`config.mk`:
```
export PLATFORM = sky130hd
export DESIGN_NAME = mant_align_shifter
export DESIGN_NICKNAME = d
export VERILOG_FILES = /design/src/rtl/mant_align_shifter.sv
export SDC_FILE = /design/constraint.sdc
export NUM_CORES = 1
export LEC_CHECK = 0
export ABC_AREA = 0
export CAP_MARGIN = 20
export CORE_AREA = 2 2 91 137
export CTS_BUF_LIST = sky130_fd_sc_hd__clkbuf_16
export CTS_CLUSTER_SIZE = 40
export DETAILED_ROUTE_END_ITERATION = 10
export DIE_AREA = 0 0 93 139
export HOLD_SLACK_MARGIN = 0.05
export PLACE_DENSITY = 0.69
export SLEW_MARGIN = 20
export SYNTH_ARGS = -nofsm -noshare
export SYNTH_HDL_FRONTEND = slang
export SYNTH_SLANG_ARGS = --single-unit
```
`constraint.sdc`:
```
create_clock -name i_clk -period 3.2 [get_ports i_clk]
set_input_delay 0.64 -clock i_clk [delete_from_list [all_inputs] [get_ports i_clk]]
set_output_delay 0.64 -clock i_clk [all_outputs]
set_load 0.01 [all_outputs]
```
`src/rtl/mant_align_shifter.sv`:
```
// mant_align_shifter: right-aligns the smaller-exponent mantissa with guard/round/sticky over a valid/ready handshake
module mant_align_shifter #(
  parameter int SIZE_EXP   = 8,
  parameter int SIZE_MAN   = 24,
  parameter int SHIFT_STEP = 4
) (
  input  logic                  i_clk,
  input  logic                  i_rst,
  input  logic                  i_valid,
  output logic                  o_ready,
  input  logic [SIZE_MAN-1:0]   i_mant_a,
  input  logic [SIZE_MAN-1:0]   i_mant_b,
  input  logic [SIZE_EXP-1:0]   i_exp_greater,
  input  logic [SIZE_EXP-1:0]   i_diff_value,
  input  logic                  i_diff_signal,
  output logic                  o_valid,
  input  logic                  i_ready,
  output logic [SIZE_MAN+2:0]   o_mant_greater,
  output logic [SIZE_MAN+2:0]   o_mant_shifted,
  output logic [SIZE_EXP-1:0]   o_exp_greater,
  output logic                  o_diff_signal
);
  localparam int W = SIZE_MAN + 3;
  localparam logic [SIZE_EXP-1:0] W_E = SIZE_EXP'(W);
  localparam logic [SIZE_EXP-1:0] STEP_E = SIZE_EXP'(SHIFT_STEP);
  localparam logic [1:0] IDLE = 2'd0, SHIFT = 2'd1, DONE = 2'd2;
  logic [1:0] state_q, state_d;
  logic [SIZE_EXP-1:0] rem_q, rem_d, exp_q, exp_d, step;
  logic [W-1:0] greater_q, greater_d, work_q, work_d, mask, shifted;
  logic sig_q, sig_d;
  logic accept;
  assign accept = (state_q == IDLE) && i_valid;
  assign o_ready = state_q == IDLE;
  assign o_valid = state_q == DONE;
  assign o_mant_greater = greater_q;
  assign o_mant_shifted = work_q;
  assign o_exp_greater = exp_q;
  assign o_diff_signal = sig_q;
  // one shift step of at most SHIFT_STEP bits, folding every dropped bit into sticky
  always_comb begin
    step = rem_q < STEP_E ? rem_q : STEP_E;
    mask = ~({W{1'b1}} << step);
    shifted = (work_q >> step) | {{(W-1){1'b0}}, |(work_q & mask)};
  end
  // next-state: load on accept, shift or saturate in SHIFT, wait for the consumer in DONE
  always_comb begin
    state_d = state_q;
    rem_d = rem_q;
    work_d = work_q;
    greater_d = greater_q;
    exp_d = exp_q;
    sig_d = sig_q;
    case (state_q)
      IDLE: if (accept) begin
        greater_d = {i_diff_signal ? i_mant_b : i_mant_a, 3'b000};
        work_d = {i_diff_signal ? i_mant_a : i_mant_b, 3'b000};
        exp_d = i_exp_greater;
        sig_d = i_diff_signal;
        rem_d = i_diff_value;
        state_d = i_diff_value == '0 ? DONE : SHIFT;
      end
      SHIFT: begin
        work_d = rem_q >= W_E ? {{(W-1){1'b0}}, |work_q} : shifted;
        rem_d = rem_q >= W_E ? '0 : rem_q - step;
        state_d = rem_d == '0 ? DONE : SHIFT;
      end
      DONE: state_d = i_ready ? IDLE : DONE;
      default: state_d = IDLE;
    endcase
  end
  // state and datapath registers with synchronous reset
  always_ff @(posedge i_clk) begin
    if (i_rst) begin
      state_q <= IDLE;
      rem_q <= '0;
      work_q <= '0;
      greater_q <= '0;
      exp_q <= '0;
      sig_q <= 1'b0;
    end else begin
      state_q <= state_d;
      rem_q <= rem_d;
      work_q <= work_d;
      greater_q <= greater_d;
      exp_q <= exp_d;
      sig_q <= sig_d;
    end
  end
endmodule

```
==> Yosys cells after proc, flatten, opt, wreduce, memory -nomap -nowiden <==
Index checks and enable logic that the tools add are counted.
{ "totals": {"reg_bits": 70, "in_bits": 69, "output_inout_bits": 65, "word_cells": 40} }
{ "classes": {"n_addsub": 1, "magnitude_cmp": 2, "n_eq_ne": 3, "shifts": 2, "n_mux": 14, "bitwise": 3, "n_reduce_logical": 9} }
{ "op_table": {"columns": ["operator", "n"], "rows": [
  ["$mux W27", 2],
  ["$pmux W27 S2", 1],
  ["$reduce_or A27 Y1", 2],
  ["$mux W24", 2],
  ["$and A27 B27 Y27", 1],
  ["$not A27 Y27", 1],
  ["$or A27 B1 Y27", 1],
  ["$shl A27 B8 Y27 const A", 1],
  ["$shr A27 B8 Y27", 1],
  ["$mux W8", 3],
  ["$logic_not A8 Y1", 2],
  ["$pmux W8 S2", 1],
  ["$ge A8 B5 Y1 const B", 1],
  ["$lt A8 B3 Y1 const B", 1],
  ["$mux W2", 4],
  ["$sub A8 B8 Y8", 1],
  ["$pmux W2 S3", 1],
  ["$reduce_and A2 Y1", 2],
  ["$eq A2 B1 Y1 const B", 1],
  ["$eq A2 B2 Y1 const B", 1],
  ["$logic_not A2 Y1", 1],
  ["$ne A2 B1 Y1 const B", 1],
  ["$reduce_bool A2 Y1", 1],
  ["$logic_and A1 B1 Y1", 1]
]} }

==> Logic depth before layout (Yosys ltp) <==
Gate-level depths: netlist of the first run.
{ "depth": {"ltp_word": 9, "depth_mapped": 10, "ltp_nobuf": 8} }

==> Worst setup path after synthesis of the first run <==
No wires, ideal clock.
{ "synth_timing": {"path_type": "register to register", "start": "reg rem_q[2]", "end": "reg state_q[0]", "setup_time_ns": 0.116, "arrival_ns": 2.079, "required_ns": 3.084, "setup_slack_ns": 1.005, "path_stages_with_launch": 9, "path_buffers": 2, "synth_period_minus_slack_ns": 2.195, "cell_sequence": "dfxtp_1 -> buf_2 -> nor3_2 -> clkbuf_1 -> nand2_1 -> nand2_1 -> ha_1 -> o31a_1 -> o211a_1"} }
{ "synth_via": {"elab_chain_len": 7, "word_cells_on_any_way": 8, "classes_between": "add/sub (1); order compare (2); mux (4); reduce/logical (1)"} }
{ "synth_rtl": {"columns": ["item", "line_no", "source"], "rows": [
  ["start, declared", "28", "logic [SIZE_EXP-1:0] rem_q, rem_d, exp_q, exp_d, step;"],
  ["start signal, assigned", "82", "rem_q <= rem_d;"],
  ["$lt A8 B3 Y1", "41", "step = rem_q < STEP_E ? rem_q : STEP_E;"],
  ["$mux W8", "41", null],
  ["$sub A8 B8 Y8", "64", "rem_d = rem_q >= W_E ? '0 : rem_q - step;"],
  ["$mux W8 *", "64", null],
  ["$logic_not A8 Y1 *", "65", "state_d = rem_d == '0 ? DONE : SHIFT;"],
  ["$mux W2 *", "65", null],
  ["$pmux W2 S3 *", "53", "case (state_q)"],
  ["end signal, assigned", "81", "state_q <= state_d;"],
  ["end, declared", "27", "logic [1:0] state_q, state_d;"]
]} }
Mark *: on every way between the ends. The rest lies on a longest branch, timed or not.
A chain may end at the register's enable or synchronous reset.

==> Worst setup path after layout of the first run <==
{ "layout_timing": {"start": "reg state_q[0]", "end": "reg work_q[4] (netlist: o_mant_shifted[4])"} }
{ "layout_via": {"elab_chain_len": 4, "word_cells_on_any_way": 7, "classes_between": "eq/ne (2); mux (1); reduce/logical (4)"} }
{ "layout_rtl": {"columns": ["item", "line_no", "source"], "rows": [
  ["$logic_not A2 Y1", "32, 53", null],
  ["$logic_and A1 B1 Y1", "32", "assign accept = (state_q == IDLE) && i_valid;"],
  ["$ne A2 B1 Y1 (no source line)", null, null],
  ["$reduce_and A2 Y1 (no source line)", null, null],
  ["end signal, assigned", "83", "work_q <= work_d;"],
  ["end, declared", "29", "logic [W-1:0] greater_q, greater_d, work_q, work_d, mask, shifted;"]
]} }
Parallel ways exist; a longest one is shown, timed or not.

==> impl_metrics.ini, run 1 <==
[outcome]
status = finished clean

[cells_and_area]
drive_gt1_share_pct = 7.78
diodes = 0
area_delta_synth_final_pct = 37.9
num-nets-final = 734

[synthesis]
ys_types = 55
synth_edf_count = 0
synth.area.top_cells = dfxtp_1 31%, mux2i_1 15%, a21oi_1 6.1%
synth_cells = 564
yosysSeqAreaShare_pct = 30.6
synth-main-ff-cell = dfxtp_1
ys_ff_latch = 70
synth_xor_area_share_pct = 0.382
synthArstFlopShare_pct = 0
synth_compound_area_share_pct = 25.8
synth_top_cell_by_area = dfxtp_1
synth_area_sq_um = 4580
synth.area.mux_share_pct = 17.8
synth_top_family_by_area = compound AO/OA/AOI/OAI gates
synth_fa_ha_area_share_pct = 0.546
synth_top_area_share_pct = 30.6
synth-simple-area-share_pct = 16.2
postSynthAreaPerCell_sq_um = 8.13
ys_warn_count = 0

[worst_setup_path]
critPathMaxStageDelay_ns = 0.63
cp_max_fo = 21
path_cells = nand2b_1 -> a311oi_4 -> buf_4 -> nor2_1 -> a2111oi_0
crit_type = register to register
startpoint_type = register
worstPathArrival_ns = 2.71
cpMaxStageDelayCell = dfxtp_1
cp_top_family = compound AO/OA/AOI/OAI gates
cp.required_ns = 3.38
crit_buf_inv = 1
endpoint_kind = register

[sta]
timing.final.max_slew_violations = 0
fin_tns_setup_ns = 0
fmax_mhz = 396
min_period_ns = 2.53
grt_setup_unrepaired = no
hold_violations = 0
maxSlewHeadroom_pct = 30.6
fin_crit_sh_pct = 79.0
fin_ws_ns = 0.672
hold_ws_ns = 0.453
clock_skew_ns = 0.00721
tightest_slew_ns = 1.04
setup_viol = 0

[route]
wl_per_cell_um = 18.6
drt-total-wl_um = 15200
drt_iter0_markers = 282
postRouteAntennaNets = 0
drc = 0
vias_per_cell = 5.88
dr_total_vias = 4826
drtPass1Iterations = 5

[flow_run]
drv_cap = 0

[power_and_ir_drop]
leakage_nw = 2.40
power_switching_mw = 1.37
p_seq_share_pct = 30.8
power_frac_comb_pct = 37.6
p_int_mw = 2.52
p_sw_share_pct = 35.3
powerDensity_nw_per_um2 = 616
pwr-share-clk_pct = 31.5
ir_worst_vdd_v = 0.000276

[placed_design]
dp_hpwl_um = 10700
place_ws_ns = 0.511
portBuffers = 130
place_congestion = 0.839

[clock_network]
insertion_delay_ns = 0.33
numCtsBuffers = 9
cts_max_level = 3
clk_pin_slew_ns = 0.06
cts_setup_buffers = 0
cts_hold_buf = 0
clock_sinks = 70
post_cts_resized = 0
cts_buffer_depth = 2
cts_tree = done
cts-root-buf = clkbuf_16

[worst_hold_path]
hold_path.class = register to register

[global_routing]
grt_overflow = 0
grt_use_total_pct = 22.9
antenna_found_initial = 0
grt_pass1_wl_um = 23900
grt_max_degree = 55
grt_pass1_vias = 4720

[die]
die_w_um = 93
core_area_sq_um = 11800
initial_utilization_pct = 38.9
io_pins = 134
core.rowCount = 49
die_area_sq_um = 12900
die_h_um = 139
[power by group through the flow]
stage	Clock [mW]	Combinational, mW	Sequential, mW
after detailed placement	0	1.44	1.21
final	1.23	1.47	1.20
after global routing	1.28	1.58	1.22
after CTS	1.25	1.45	1.20
after global placement	0	1.42	1.21
after floorplan	0	0.894	1.18
[cells in the mapped netlist, drive strengths merged, types with 7 or more instances]
library cell,instances
a2111oi,19
buf,32
a21oi,56
nor4,9
dfxtp,70
clkbuf,28
inv,25
a311oi,17
nand3,7
a211oi,30
nor2,53
nand2,63
mux2i,68
a31oi,9
nor3,7
[routing by layer]
layer  global-route usage (%)  part of all wire (%)
met5                        0                     0
met4                     9.52                   2.3
met3                     4.08                   6.9
met2                     37.9                    49
met1                     29.1                    41
[flip-flops by register name (all words and copies together), names as in the netlist]
name            cells
o_diff_signal       1
o_exp_greater       8
o_mant_greater     24
o_mant_shifted     27
rem_q               8
state_q             2
[cells by family (layout without fill, tap and decap cells)]
kind of cell               after synthesis  in the layout
AOI/OAI and AO/OA                      164            164
and+or+nand+nor                        163            163
buffers and inverters                   85            186
muxes                                   76             76
DFF                                     70             70
adders and majority gates                2              2
other                                    2              5
xor gates and xnor gates                 2              2
[metrics by stage]
stage / std cells / utilization [%] / power [mW] / cell area, sq um
after floorplan: 567 / - / 2.08 / 4600
after global placement: 805 / 50.6 / 2.63 / 5960
after detailed placement: 805 / 50.6 / 2.65 / 5960
after CTS: 821 / 53.7 / 3.89 / 6320
after global routing: 821 / 53.7 / 4.08 / 6320
final: 821 / 53.7 / 3.89 / 6320
[tightest hold or removal path, cell delays in order (launching register included)]
cell	delay, ns
dfxtp_1	0.31
nand2_1	0.05
a21oi_1	0.05
[cell type report]
cell class | instances | area (sq um)
Fill cell | 1105 | 5450
Multi-Input combinational cell | 412 | 2820
Timing Repair Buffer | 145 | 1450
Sequential cell | 70 | 1400
Clock buffer | 9 | 225
Tap cell | 153 | 191
Clock inverter | 7 | 138
Inverter | 25 | 93.8
[worst paths after layout]
| path | end | cells after the start | slack [ns] | start |
|---|---|---|---|---|
| worst max-delay path | o_mant_shifted[4]$_SDFFE_PP0P_ | 5 | 0.67 | state_q[0]$_SDFFE_PP0P_ |
| worst min register to register | o_exp_greater[7]$_SDFFE_PP0P_ | 2 | 0.45 | o_exp_greater[7]$_SDFFE_PP0P_ |
| worst min-delay path | o_exp_greater[7]$_SDFFE_PP0P_ | 2 | 0.45 | o_exp_greater[7]$_SDFFE_PP0P_ |
| worst max register to register | o_mant_shifted[4]$_SDFFE_PP0P_ | 5 | 0.67 | state_q[0]$_SDFFE_PP0P_ |
[placed cells by master, fill, tap and decap left out, drive strengths merged, types with 9 or more instances in the layout]
cell type      count
a31oi              9
dfxtp             70
nor4               9
a311oi            17
inv               26
a21oi             56
buf               17
a211oi            30
nor2              53
clkbuf             9
clkdlybuf4s50    128
nand2             63
a2111oi           19
mux2i             68
No activity file was read; power rests on OpenSTA's default activity.
==> inputs of run 2 (changes only) <==
--- a/config.mk
+++ b/config.mk
@@ -13,7 +13,7 @@
 export DETAILED_ROUTE_END_ITERATION = 10
 export DIE_AREA = 0 0 93 139
 export HOLD_SLACK_MARGIN = 0.05
-export PLACE_DENSITY = 0.69
+export PLACE_DENSITY = 0.72
 export SLEW_MARGIN = 20
 export SYNTH_ARGS = -nofsm -noshare
 export SYNTH_HDL_FRONTEND = slang
==> constraint.sdc (replaced) <==
create_clock -name i_clk -period 2.25 [get_ports i_clk]
set_input_delay 0.45 -clock i_clk [delete_from_list [all_inputs] [get_ports i_clk]]
set_output_delay 0.45 -clock i_clk [all_outputs]
set_load 0.01 [all_outputs]
==> impl_metrics.ini, run 2 (same netlist as run 1, synthesis figures left out) <==
[die]
die_w_um = 93
core_area_sq_um = 11800
die_area_sq_um = 12900
die_h_um = 139
core.rowCount = 49
initial_utilization_pct = 38.9
io_pins = 134

[power_and_ir_drop]
leakage_nw = 2.44
powerDensity_nw_per_um2 = 842
ir_worst_vdd_v = 0.000372

[worst_setup_path]
cp.required_ns = 2.43
crit_type = register to register
path_depth = 5
reg2reg_to = o_mant_shifted[12]$_SDFFE_PP0P_
critPathLaunch = rem_q[7]$_SDFFE_PP0P_
critPathMaxStageDelay_ns = 0.58
endpoint_kind = register
endpoint = o_mant_shifted[12]$_SDFFE_PP0P_
worstPathArrival_ns = 2.29
r2r_cells = 5
path_cells = or3_1 -> a311oi_4 -> buf_12 -> nor2_1 -> a2111oi_1
ff2ff_setup_slack_ns = 0.14
cpMaxStageDelayCell = or3_1
crit_buf_inv = 1
rr_startpoint = rem_q[7]$_SDFFE_PP0P_
startpoint_type = register
cp_top_family = compound AO/OA/AOI/OAI gates
cp_max_fo = 25

[route]
wl_per_cell_um = 17.8
drt_iter0_markers = 227
drt-total-wl_um = 14900
dr_total_vias = 4810
postRouteAntennaNets = 0
vias_per_cell = 5.75
drtPass1Iterations = 7
drc = 0

[sta]
fmax_mhz = 473
hold_violations = 0
fin_tns_setup_ns = 0
tightest_slew_ns = 0.508
hold_ws_ns = 0.460
fin_crit_sh_pct = 93.9
clock_skew_ns = 0.00560
min_period_ns = 2.11
maxSlewHeadroom_pct = 66.1
grt_setup_unrepaired = no
setup_viol = 0
timing.final.max_slew_violations = 0

[global_routing]
antenna_found_initial = 0
grt_pass1_wl_um = 23700
grt_use_total_pct = 22.8
grt_pass1_vias = 4730
grt_overflow = 0
grt_max_degree = 43

[clock_network]
numCtsBuffers = 9
cts_setup_buffers = 0
cts_tree = done
insertion_delay_ns = 0.33
clk_pin_slew_ns = 0.06
cts-root-buf = clkbuf_16
cts_buffer_depth = 2
cts_max_level = 3
clock_sinks = 70

[cells_and_area]
layout_common_cells = 128 x clkdlybuf4s50_1, 69 x dfxtp_1, 68 x mux2i_1
num-nets-final = 749
fillers = 1124
drive_gt1_share_pct = 9.81
largest_register_ffs = 27
area_delta_synth_final_pct = 39.0
layout_commonest_cell = clkdlybuf4s50_1
diodes = 0

[flow_run]
drv_cap = 0

[worst_hold_path]
hold_path.class = register to register

[placed_design]
dp_hpwl_um = 11000
portBuffers = 130
place_congestion = 0.890

[outcome]
status = finished clean
==> run 2: stage by stage <==
| stage | util, % | setup WS, ns | instances | area (sq um) | total power, mW |
|---|---|---|---|---|---|
| floorplan | - | 0.0546 | 567 | 4600 | 2.95 |
| global placement | 51.5 | 0.147 | 820 | 6060 | 3.78 |
| detailed placement | 51.5 | 0.0810 | 820 | 6060 | 3.83 |
| CTS | 54.1 | 0.0224 | 836 | 6370 | 5.37 |
| global route | 54.1 | 0.0870 | 836 | 6370 | 5.66 |
| finish | 54.1 | 0.137 | 836 | 6370 | 5.37 |
==> run 2: area by class of cell <==
type / instances / area [sq um] / area share, %
Clock buffer: 9 / 225 / 3.53
Inverter: 25 / 93.8 / 1.47
Clock inverter: 7 / 88.8 / 1.39
Timing Repair Buffer: 160 / 1550 / 24.4
Sequential cell: 70 / 1400 / 22.0
Multi-Input combinational cell: 412 / 2820 / 44.2
Tap cell: 153 / 191 / 3.00
==> run 2: per-layer routing <==
layer | vias up | routed length (um) | GRT usage [%]
met5 | - | 0 | 0
met4 | 0 | 462 | 9.52
met3 | 40 | 906 | 3.53
met2 | 202 | 7480 | 39.6
met1 | 2271 | 6040 | 27.6
li1 | 2297 | - | -
==> run 2: how the worst min path moves through the flow <==
stage | startpoint | end | slack [ns] | depth (start not counted)
global placement | o_exp_greater[7]$_SDFFE_PP0P_ | o_exp_greater[7]$_SDFFE_PP0P_ | 0.44 | 2
finish | o_exp_greater[7]$_SDFFE_PP0P_ | o_exp_greater[7]$_SDFFE_PP0P_ | 0.46 | 2
floorplan | rem_q[5]$_SDFFE_PP0P_ | rem_q[5]$_SDFFE_PP0P_ | 0.46 | 2
detailed placement | o_exp_greater[2]$_SDFFE_PP0P_ | o_exp_greater[2]$_SDFFE_PP0P_ | 0.45 | 2
global route | o_exp_greater[2]$_SDFFE_PP0P_ | o_exp_greater[2]$_SDFFE_PP0P_ | 0.49 | 2
CTS | o_exp_greater[2]$_SDFFE_PP0P_ | o_exp_greater[2]$_SDFFE_PP0P_ | 0.46 | 2
==> run 2: power breakdown <==
group          switching (mW)  leakage, nW  internal (mW)  total (mW)
logic                    1.16         1.71           1.01        2.17
clock network           0.562        0.150          0.963        1.53
registers               0.240        0.578           1.43        1.67
==> run 2: worst reg2reg max path: stages (launching register included) <==
cell and delay (ns):
dfxtp_1 0.33, or3_1 0.58, a311oi_4 0.32, buf_12 0.22
nor2_1 0.08, a2111oi_1 0.43
==> run 2: timing repair <==
item,in CTS,in global routing
hold buffers,0,0
endpoints found under the setup margin,0,1
resized for setup,0,1
